### config.mk
export PLATFORM = sky130hd
export DESIGN_NAME = sd_cmd_framer
export DESIGN_NICKNAME = d
export VERILOG_FILES = /design/src/rtl/sd_cmd_framer.sv
export SDC_FILE = /design/constraint.sdc
export NUM_CORES = 1
export LEC_CHECK = 0
export ABC_AREA = 1
export CAP_MARGIN = 20
export CORE_MARGIN = 1.5
export CORE_UTILIZATION = 32
export CTS_BUF_LIST = sky130_fd_sc_hd__clkbuf_2 sky130_fd_sc_hd__clkbuf_4 sky130_fd_sc_hd__clkbuf_8
export DETAILED_ROUTE_END_ITERATION = 10
export PLACE_DENSITY_LB_ADDON = 0.25
export SYNTH_ARGS = -nofsm -noshare
export SYNTH_HDL_FRONTEND = slang
export SYNTH_SLANG_ARGS = --single-unit
### constraint.sdc
create_clock -name clk -period 2.9 [get_ports clk]
set_input_delay 0.435 -clock clk [delete_from_list [all_inputs] [get_ports clk]]
set_output_delay 0.435 -clock clk [all_outputs]
set_load 0.01 [all_outputs]
### src/rtl/sd_cmd_framer.sv
`default_nettype none
// ============================================================================
// Module   : sd_cmd_framer
// Purpose  : Builds the 6-byte SPI-mode SD command frame
//            ({01,index}, 4 argument bytes MSB first, {crc7,1}), sends it to
//            the SPI byte engine, discards the loopback bytes, then polls with
//            FILL_BYTE until an R1 byte (bit 7 clear) arrives or RESP_POLLS
//            polls have gone unanswered.
// Ports    : clk, reset           - clock, asynchronous active-high reset
//            cmd_valid_i/ready_o  - command request handshake
//            cmd_index_i/arg_i    - command number and argument
//            tx_valid_o/ready_i   - byte stream towards the SPI input FIFO
//            tx_data_o            - byte to shift out on MOSI
//            rx_valid_i/data_i    - one pulse per byte received on MISO
//            resp_valid_o         - pulse: R1 captured in resp_data_o
//            resp_timeout_o       - pulse: no R1 within RESP_POLLS polls
//            resp_data_o          - last captured response byte
//            busy_o               - high in every state except IDLE
// Revision : 1.0 - initial release
// ============================================================================
module sd_cmd_framer #(
  parameter int unsigned RESP_POLLS = 8,
  parameter logic [7:0]  FILL_BYTE  = 8'hFF
) (
  input  logic        clk,
  input  logic        reset,
  input  logic        cmd_valid_i,
  output logic        cmd_ready_o,
  input  logic [5:0]  cmd_index_i,
  input  logic [31:0] cmd_arg_i,
  output logic        tx_valid_o,
  input  logic        tx_ready_i,
  output logic [7:0]  tx_data_o,
  input  logic        rx_valid_i,
  input  logic [7:0]  rx_data_i,
  output logic        resp_valid_o,
  output logic        resp_timeout_o,
  output logic [7:0]  resp_data_o,
  output logic        busy_o
);

  localparam logic [7:0] POLLS_MAX   = RESP_POLLS[7:0];
  localparam logic [2:0] FRAME_LAST  = 3'd5;
  localparam logic [2:0] FRAME_BYTES = 3'd6;

  typedef enum logic [2:0] {
    ST_IDLE    = 3'd0,
    ST_SEND    = 3'd1,
    ST_FLUSH   = 3'd2,
    ST_POLL    = 3'd3,
    ST_WAIT_RX = 3'd4
  } state_t;

  state_t      state_q;
  logic [2:0]  byte_idx_q;
  logic [2:0]  rx_cnt_q;
  logic [7:0]  poll_cnt_q;
  logic [31:0] arg_q;
  logic [6:0]  crc_q;
  logic        cmd_ready_q;
  logic        tx_valid_q;
  logic [7:0]  tx_data_q;
  logic        resp_valid_q;
  logic        resp_timeout_q;
  logic [7:0]  resp_data_q;
  logic [6:0]  crc_next;

  // CRC7 (x^7 + x^3 + 1), one byte folded in MSB first.
  function automatic logic [6:0] crc7_byte(input logic [6:0] crc_in,
                                           input logic [7:0] data);
    logic [6:0] c;
    logic       fb;
    c = crc_in;
    for (int i = 7; i >= 0; i--) begin
      fb = c[6] ^ data[i];
      c  = {c[5:0], 1'b0};
      if (fb) c = c ^ 7'h09;
    end
    return c;
  endfunction

  // The CRC is accumulated over each byte as it is handed over, so when
  // byte 4 is accepted crc_next already covers bytes 0..4.
  assign crc_next = crc7_byte(crc_q, tx_data_q);

  always_ff @(posedge clk or posedge reset) begin
    if (reset) begin
      state_q        <= ST_IDLE;
      byte_idx_q     <= 3'd0;
      rx_cnt_q       <= 3'd0;
      poll_cnt_q     <= 8'd0;
      arg_q          <= 32'd0;
      crc_q          <= 7'd0;
      cmd_ready_q    <= 1'b1;
      tx_valid_q     <= 1'b0;
      tx_data_q      <= 8'h00;
      resp_valid_q   <= 1'b0;
      resp_timeout_q <= 1'b0;
      resp_data_q    <= 8'h00;
    end else begin
      resp_valid_q   <= 1'b0;
      resp_timeout_q <= 1'b0;

      // Loopback bytes of the frame are counted in any active state, since
      // some of them arrive while later frame bytes are still being sent.
      if (state_q != ST_IDLE && rx_valid_i && rx_cnt_q != FRAME_BYTES) begin
        rx_cnt_q <= rx_cnt_q + 3'd1;
      end

      case (state_q)
        ST_IDLE: begin
          if (cmd_valid_i && cmd_ready_q) begin
            arg_q       <= cmd_arg_i;
            tx_data_q   <= {2'b01, cmd_index_i};
            tx_valid_q  <= 1'b1;
            byte_idx_q  <= 3'd0;
            rx_cnt_q    <= 3'd0;
            poll_cnt_q  <= 8'd0;
            crc_q       <= 7'd0;
            cmd_ready_q <= 1'b0;
            state_q     <= ST_SEND;
          end else begin
            // Held low for the pulse cycle after a response, rises after.
            cmd_ready_q <= 1'b1;
          end
        end

        ST_SEND: begin
          if (tx_ready_i) begin
            crc_q <= crc_next;
            if (byte_idx_q == FRAME_LAST) begin
              tx_valid_q <= 1'b0;
              state_q    <= ST_FLUSH;
            end else begin
              byte_idx_q <= byte_idx_q + 3'd1;
              if (byte_idx_q == 3'd4) begin
                tx_data_q <= {crc_next, 1'b1};
              end else begin
                tx_data_q <= arg_q[31:24];
                arg_q     <= {arg_q[23:0], 8'h00};
              end
            end
          end
        end

        ST_FLUSH: begin
          if (rx_cnt_q == FRAME_BYTES) begin
            tx_valid_q <= 1'b1;
            tx_data_q  <= FILL_BYTE;
            state_q    <= ST_POLL;
          end
        end

        ST_POLL: begin
          if (tx_ready_i) begin
            poll_cnt_q <= poll_cnt_q + 8'd1;
            tx_valid_q <= 1'b0;
            state_q    <= ST_WAIT_RX;
          end
        end

        ST_WAIT_RX: begin
          if (rx_valid_i) begin
            resp_data_q <= rx_data_i;
            if (!rx_data_i[7]) begin
              resp_valid_q <= 1'b1;
              state_q      <= ST_IDLE;
            end else if (poll_cnt_q == POLLS_MAX) begin
              resp_timeout_q <= 1'b1;
              state_q        <= ST_IDLE;
            end else begin
              tx_valid_q <= 1'b1;
              state_q    <= ST_POLL;
            end
          end
        end

        default: begin
          tx_valid_q <= 1'b0;
          state_q    <= ST_IDLE;
        end
      endcase
    end
  end

  assign cmd_ready_o    = cmd_ready_q;
  assign tx_valid_o     = tx_valid_q;
  assign tx_data_o      = tx_data_q;
  assign resp_valid_o   = resp_valid_q;
  assign resp_timeout_o = resp_timeout_q;
  assign resp_data_o    = resp_data_q;
  assign busy_o         = (state_q != ST_IDLE);

endmodule
`default_nettype wire

==> Yosys cells after proc, flatten, opt, wreduce, memory -nomap -nowiden <==
Index checks and enable logic that the tools add are counted.
{ "word_totals": {"register_bits": 76, "input_bits": 51, "out_inout_bits": 21, "elab_cells": 124} }
{ "classes": {"add_sub_neg": 3, "n_eq_ne": 19, "muxes": 58, "bitwise_logic": 16, "n_reduce_logical": 16} }
{ "op_table": {"columns": ["cell", "count"], "rows": [
  ["32-bit two-way mux", 4],
  ["32-bit case mux with 2 select lines", 1],
  ["8-bit two-way mux", 7],
  ["3-bit two-way mux", 12],
  ["4-bit two-way mux", 8],
  ["8-bit case mux with 3 select lines", 1],
  ["2-bit != test (second input constant)", 10],
  ["1-bit two-way mux", 16],
  ["2-bit NOT", 8],
  ["8-bit case mux with 2 select lines", 1],
  ["3-bit case mux with 5 select lines", 1],
  ["7-bit two-way mux", 2],
  ["7-bit case mux with 2 select lines", 1],
  ["3-bit equality test (second input constant)", 4],
  ["5-bit AND reduction", 2],
  ["8-bit by 1-bit adder with 8-bit output (second input constant)", 1],
  ["8-bit by 4-bit equality test with 1-bit output (second input constant)", 1],
  ["8-bit AND reduction", 1],
  ["1-bit XOR", 8],
  ["3-bit by 1-bit adder with 3-bit output (second input constant)", 2],
  ["3-bit by 2-bit equality test with 1-bit output (second input constant)", 2],
  ["3-bit case mux with 2 select lines", 1],
  ["3-bit AND reduction", 2],
  ["6-bit AND reduction", 1],
  ["other kinds (10)", 15]
]} }

==> Depth between registers and ports, before layout <==
{ "depth": {"ltp_word": 20, "ltp_mapped": 13, "mapped_depth_nobuf": 11} }

==> Worst setup path after synthesis <==
Ideal clock, no wire load.
{ "synth_timing": {"path_kind": "reg-to-reg", "startpoint": "reg state_q[1]", "endpoint": "reg arg_q[16]", "setup_ps": 117, "arrival_ps": 1402, "required_time_ps": 2783, "setup_slack_ps": 1380, "path_stages_with_launch": 12, "n_path_buf": 3, "synth_period_minus_slack_ps": 1520, "cell_sequence": "dfrtp_1 buf_4 nor2_4 nand2_2 inv_4 nand2_2 nand2_1 nand2_2 nor2_4 buf_6 buf_6 o21ai_2"} }
{ "synth_between": {"elab_chain_len": 3} }
{ "synth_rtl": {"columns": ["element", "line", "rtl"], "rows": [
  ["start, declared", "54", "state_t state_q;"],
  ["start signal, assigned", "88", "state_q <= ST_IDLE;"],
  ["start signal, assigned", "121", "state_q <= ST_SEND;"],
  ["start signal, assigned", "133", "state_q <= ST_FLUSH;"],
  ["3-bit by 1-bit equality test with 1-bit output or 3-bit logical NOT (tied branches)", "110", "case (state_q)"],
  ["2-bit != test (no source line) or 2-bit nonzero test (tied branches)", null, null],
  ["5-bit AND reduction (no source line)", null, null],
  ["end signal, assigned", "113", "arg_q <= cmd_arg_i;"],
  ["end signal, assigned", "140", "arg_q <= {arg_q[23:0], 8'h00};"],
  ["end, declared", "58", "logic [31:0] arg_q;"]
]} }
Several ways; a longest one is shown, not always the timed one.
A chain may end at the register's enable or synchronous reset.

==> Worst setup path in the final report <==
{ "layout_timing": {"startpoint": "reg state_q[1]", "endpoint": "out busy_o"} }
{ "layout_between": {"elab_chain_len": 1} }
{ "layout_rtl": {"columns": ["element", "line", "rtl"], "rows": [
  ["3-bit nonzero test", "192", "assign busy_o = (state_q != ST_IDLE);"],
  ["end, declared", "39", "output logic busy_o"]
]} }
No other way between the ends.

==> metrics.cfg <==
[cells_and_area]
regArea_sq_um = 1900
nNetsFinal = 678
fin_util_pct = 41.1
fill_cells = 1264
final_cell_area_sq_um = 5160
areaGrowthSynthToFinish_pct = 25.6
post_route_cells_drive_above_1_share_pct = 8.65
n_antenna_cell = 0
multi_input_area_sq_um = 1850

[global_routing]
antenna_found_initial = 0
grt_overflow = 0
grt_start_max_net_pins = 77
grt_pass1_vias = 3394
grtUsageTotal_pct = 15.0
grt_first_pass_wirelength_um = 15700

[power]
power_frac_clock_pct = 13.6
power_frac_comb_pct = 53.4
p_seq_share_pct = 33.0
ir_drop_mv = 0.308
p_leak_nw = 2.57
internal_power_w = 0.00294
switchingPower_w = 0.00249
p_per_area_nw_per_um2 = 1050
switching_share_pct = 45.9

[clocking]
clkSinkCount = 76
htreeDepth = 3
cts_hold_buf = 0
cts.reportedPaths.clkPinSlew_ps = 70
cts_tree = done
clockRootBuffer = clkbuf_8
ctsResizeCount = 0
cts_setup_buffers = 0
clk-insertion-delay-late_ps = 360
cts_buffers = 9
cts_buffer_depth = 2

[die]
fp.dieH_um = 116
io_pins = 72
core_area_sq_um = 12600
die-area_sq_um = 13500
die_w_um = 116
start_util_pct = 32.7
rows = 41

[yosys]
avgSynthCellArea_sq_um = 7.51
synth_top_area_share_pct = 45.7
netlist_instances = 547
synth-seq-cells = 76
synthTopCellsByArea = dfrtp_1, nand2_1, inv_1
synth_cell_types = 32
ys_seq_area_share_pct = 46.3
ys.warnings.count = 0
yosys.area.top_type = dfrtp_1
syn-num-nets = 605
synthesis.area_sq_um = 4110

[sta]
worst_slack_ps = 698
slew_headroom_pct = 66.4
tns_ps = 0
fmax_mhz = 454
tightest_slew_ps = 503
timing.final.max_slew_violations = 0
min_period_over_period_pct = 75.9
rsz0062_at_grt = no
hold_viol_final = 0
skew_ps = 8.55
fin_crit_ps = 2200
setup_viol = 0

[setup_path]
regToRegEndpoint = arg_q[23]
required_ps = 2470
start_kind = flip-flop
worstPathArrival_ps = 1770
crit_fanout = 8
r2r_cells = 8
worstSetupPathType = reg -> out
r2r-start = state_q[1]
worst_setup_path_end_kind = primary output
reg2reg_setup_slack_ps = 780

[flow_run]
max_cap_violations = 0

[routing]
vias = 3557
drcViolationCount = 0
finalWirelength_um = 9500
dr.pass1.iters = 4
ant_nets = 0
drt-wirelength-per-cell_um = 11.9
viasPerCell = 4.47
drtIter0Drc = 175

[placed_design]
dp_hpwl_um = 7070
place_ws_ps = 648
port_buffers = 71
postPlaceCellArea_sq_um = 4990
place_congestion = 0.857

[worst_hold_path]
hp-class = in -> async

[status]
status = finished, final reports clean

==> cells in the final DEF, fill, tap and decap left out, types with 7 or more instances in the layout <==
cell,n
inv_1,61
clkdlybuf4s50_1,71
dfrtp_1,75
ha_1,7
clkbuf_8,11
nand3_1,32
nor2_1,21
o21ai_2,15
a21oi_1,9
o21ai_0,40
nand2_1,222
nand4_1,7
==> power by group through the flow <==
stage	Sequential (W)	Clock (W)	Combinational, W
2_1_floorplan	0.00179	0	0.00216
3_3_place_gp	0.00180	0	0.00286
3_5_place_dp	0.00181	0	0.00291
4_1_cts	0.00179	0.000764	0.00293
5_1_grt	0.00184	0.000805	0.00331
6_report	0.00179	0.000738	0.00289
==> logic make-up after synthesis <==
| logic type | count (synthesis) | share of synthesized area (%) |
|---|---|---|
| simple gates | 298 | 30.1 |
| buf+inv | 82 | 8.68 |
| flops | 76 | 46.3 |
| compound gates | 73 | 10.5 |
| xor+xnor | 11 | 2.34 |
| fa+ha+maj | 7 | 2.13 |
==> stage by stage <==
stage                     power (W)  hold WS [ps]  instances
after floorplan             0.00395           442        547
after global placement      0.00465           456        781
after detailed placement    0.00473           461        781
after CTS                   0.00549           480        796
after global routing        0.00595           503        796
final                       0.00542           446        796
==> state kept, by name, summed over array words and instances (netlist names), 3 cells and up <==
register,count
arg_q,32
poll_cnt_q,8
resp_data_o,8
tx_data_o,8
crc_q,7
byte_idx_q,3
rx_cnt_q,3
state_q,3
==> synth_stat cells <==
master,instances
xor2_1,5
inv_2,4
nor2_2,1
a21oi_1,9
dfrtp_1,75
nor3_1,4
clkbuf_1,3
buf_6,3
buf_4,1
or2_2,1
inv_1,62
o21ai_1,5
xnor2_1,6
o21ai_2,15
inv_4,2
o22ai_1,1
buf_8,1
ha_1,7
nand2_2,5
o21ai_0,40
dfstp_2,1
clkinv_1,1
buf_2,5
nor2_4,3
o21a_1,1
nand2_4,2
nand3_1,32
nand4_1,7
a211oi_1,1
o31ai_1,1
nand2_1,222
nor2_1,21
==> worst max-delay path by stage <==
stage,from,endpoint,slack (ps),depth (start not counted)
finish,state_q[1],busy_o,700,3
global route,state_q[1],busy_o,570,3
CTS,state_q[1],busy_o,680,3
detailed placement,tx_ready_i,arg_q[23],650,10
global placement,tx_ready_i,arg_q[15],700,9
floorplan,reset,arg_q[0],530,1
==> routing by layer <==
layer	GRT usage, %	vias up	share of wire, %
met5	0	-	0
met3	2.54	14	3.7
met1	21.1	1637	49
met2	22.7	59	45
met4	6.83	0	1.6
li1	-	1847	-
==> worst max-delay path, cell delays in order, from the launching register on <==
cell and delay (ps):
dfrtp_1 520, nor2_1 90, nand2_1 210, clkdlybuf4s50_1 590
==> cell type report <==
class                      count  area share (%)
sequential                    76            36.9
multi-input combinational    389            35.8
timing repair buffer          75            14.6
inverter                      69            5.11
tap                          172            4.17
clock buffer                  11            2.93
clock inverter                 4           0.485
(Power assumes the default switching activity.)
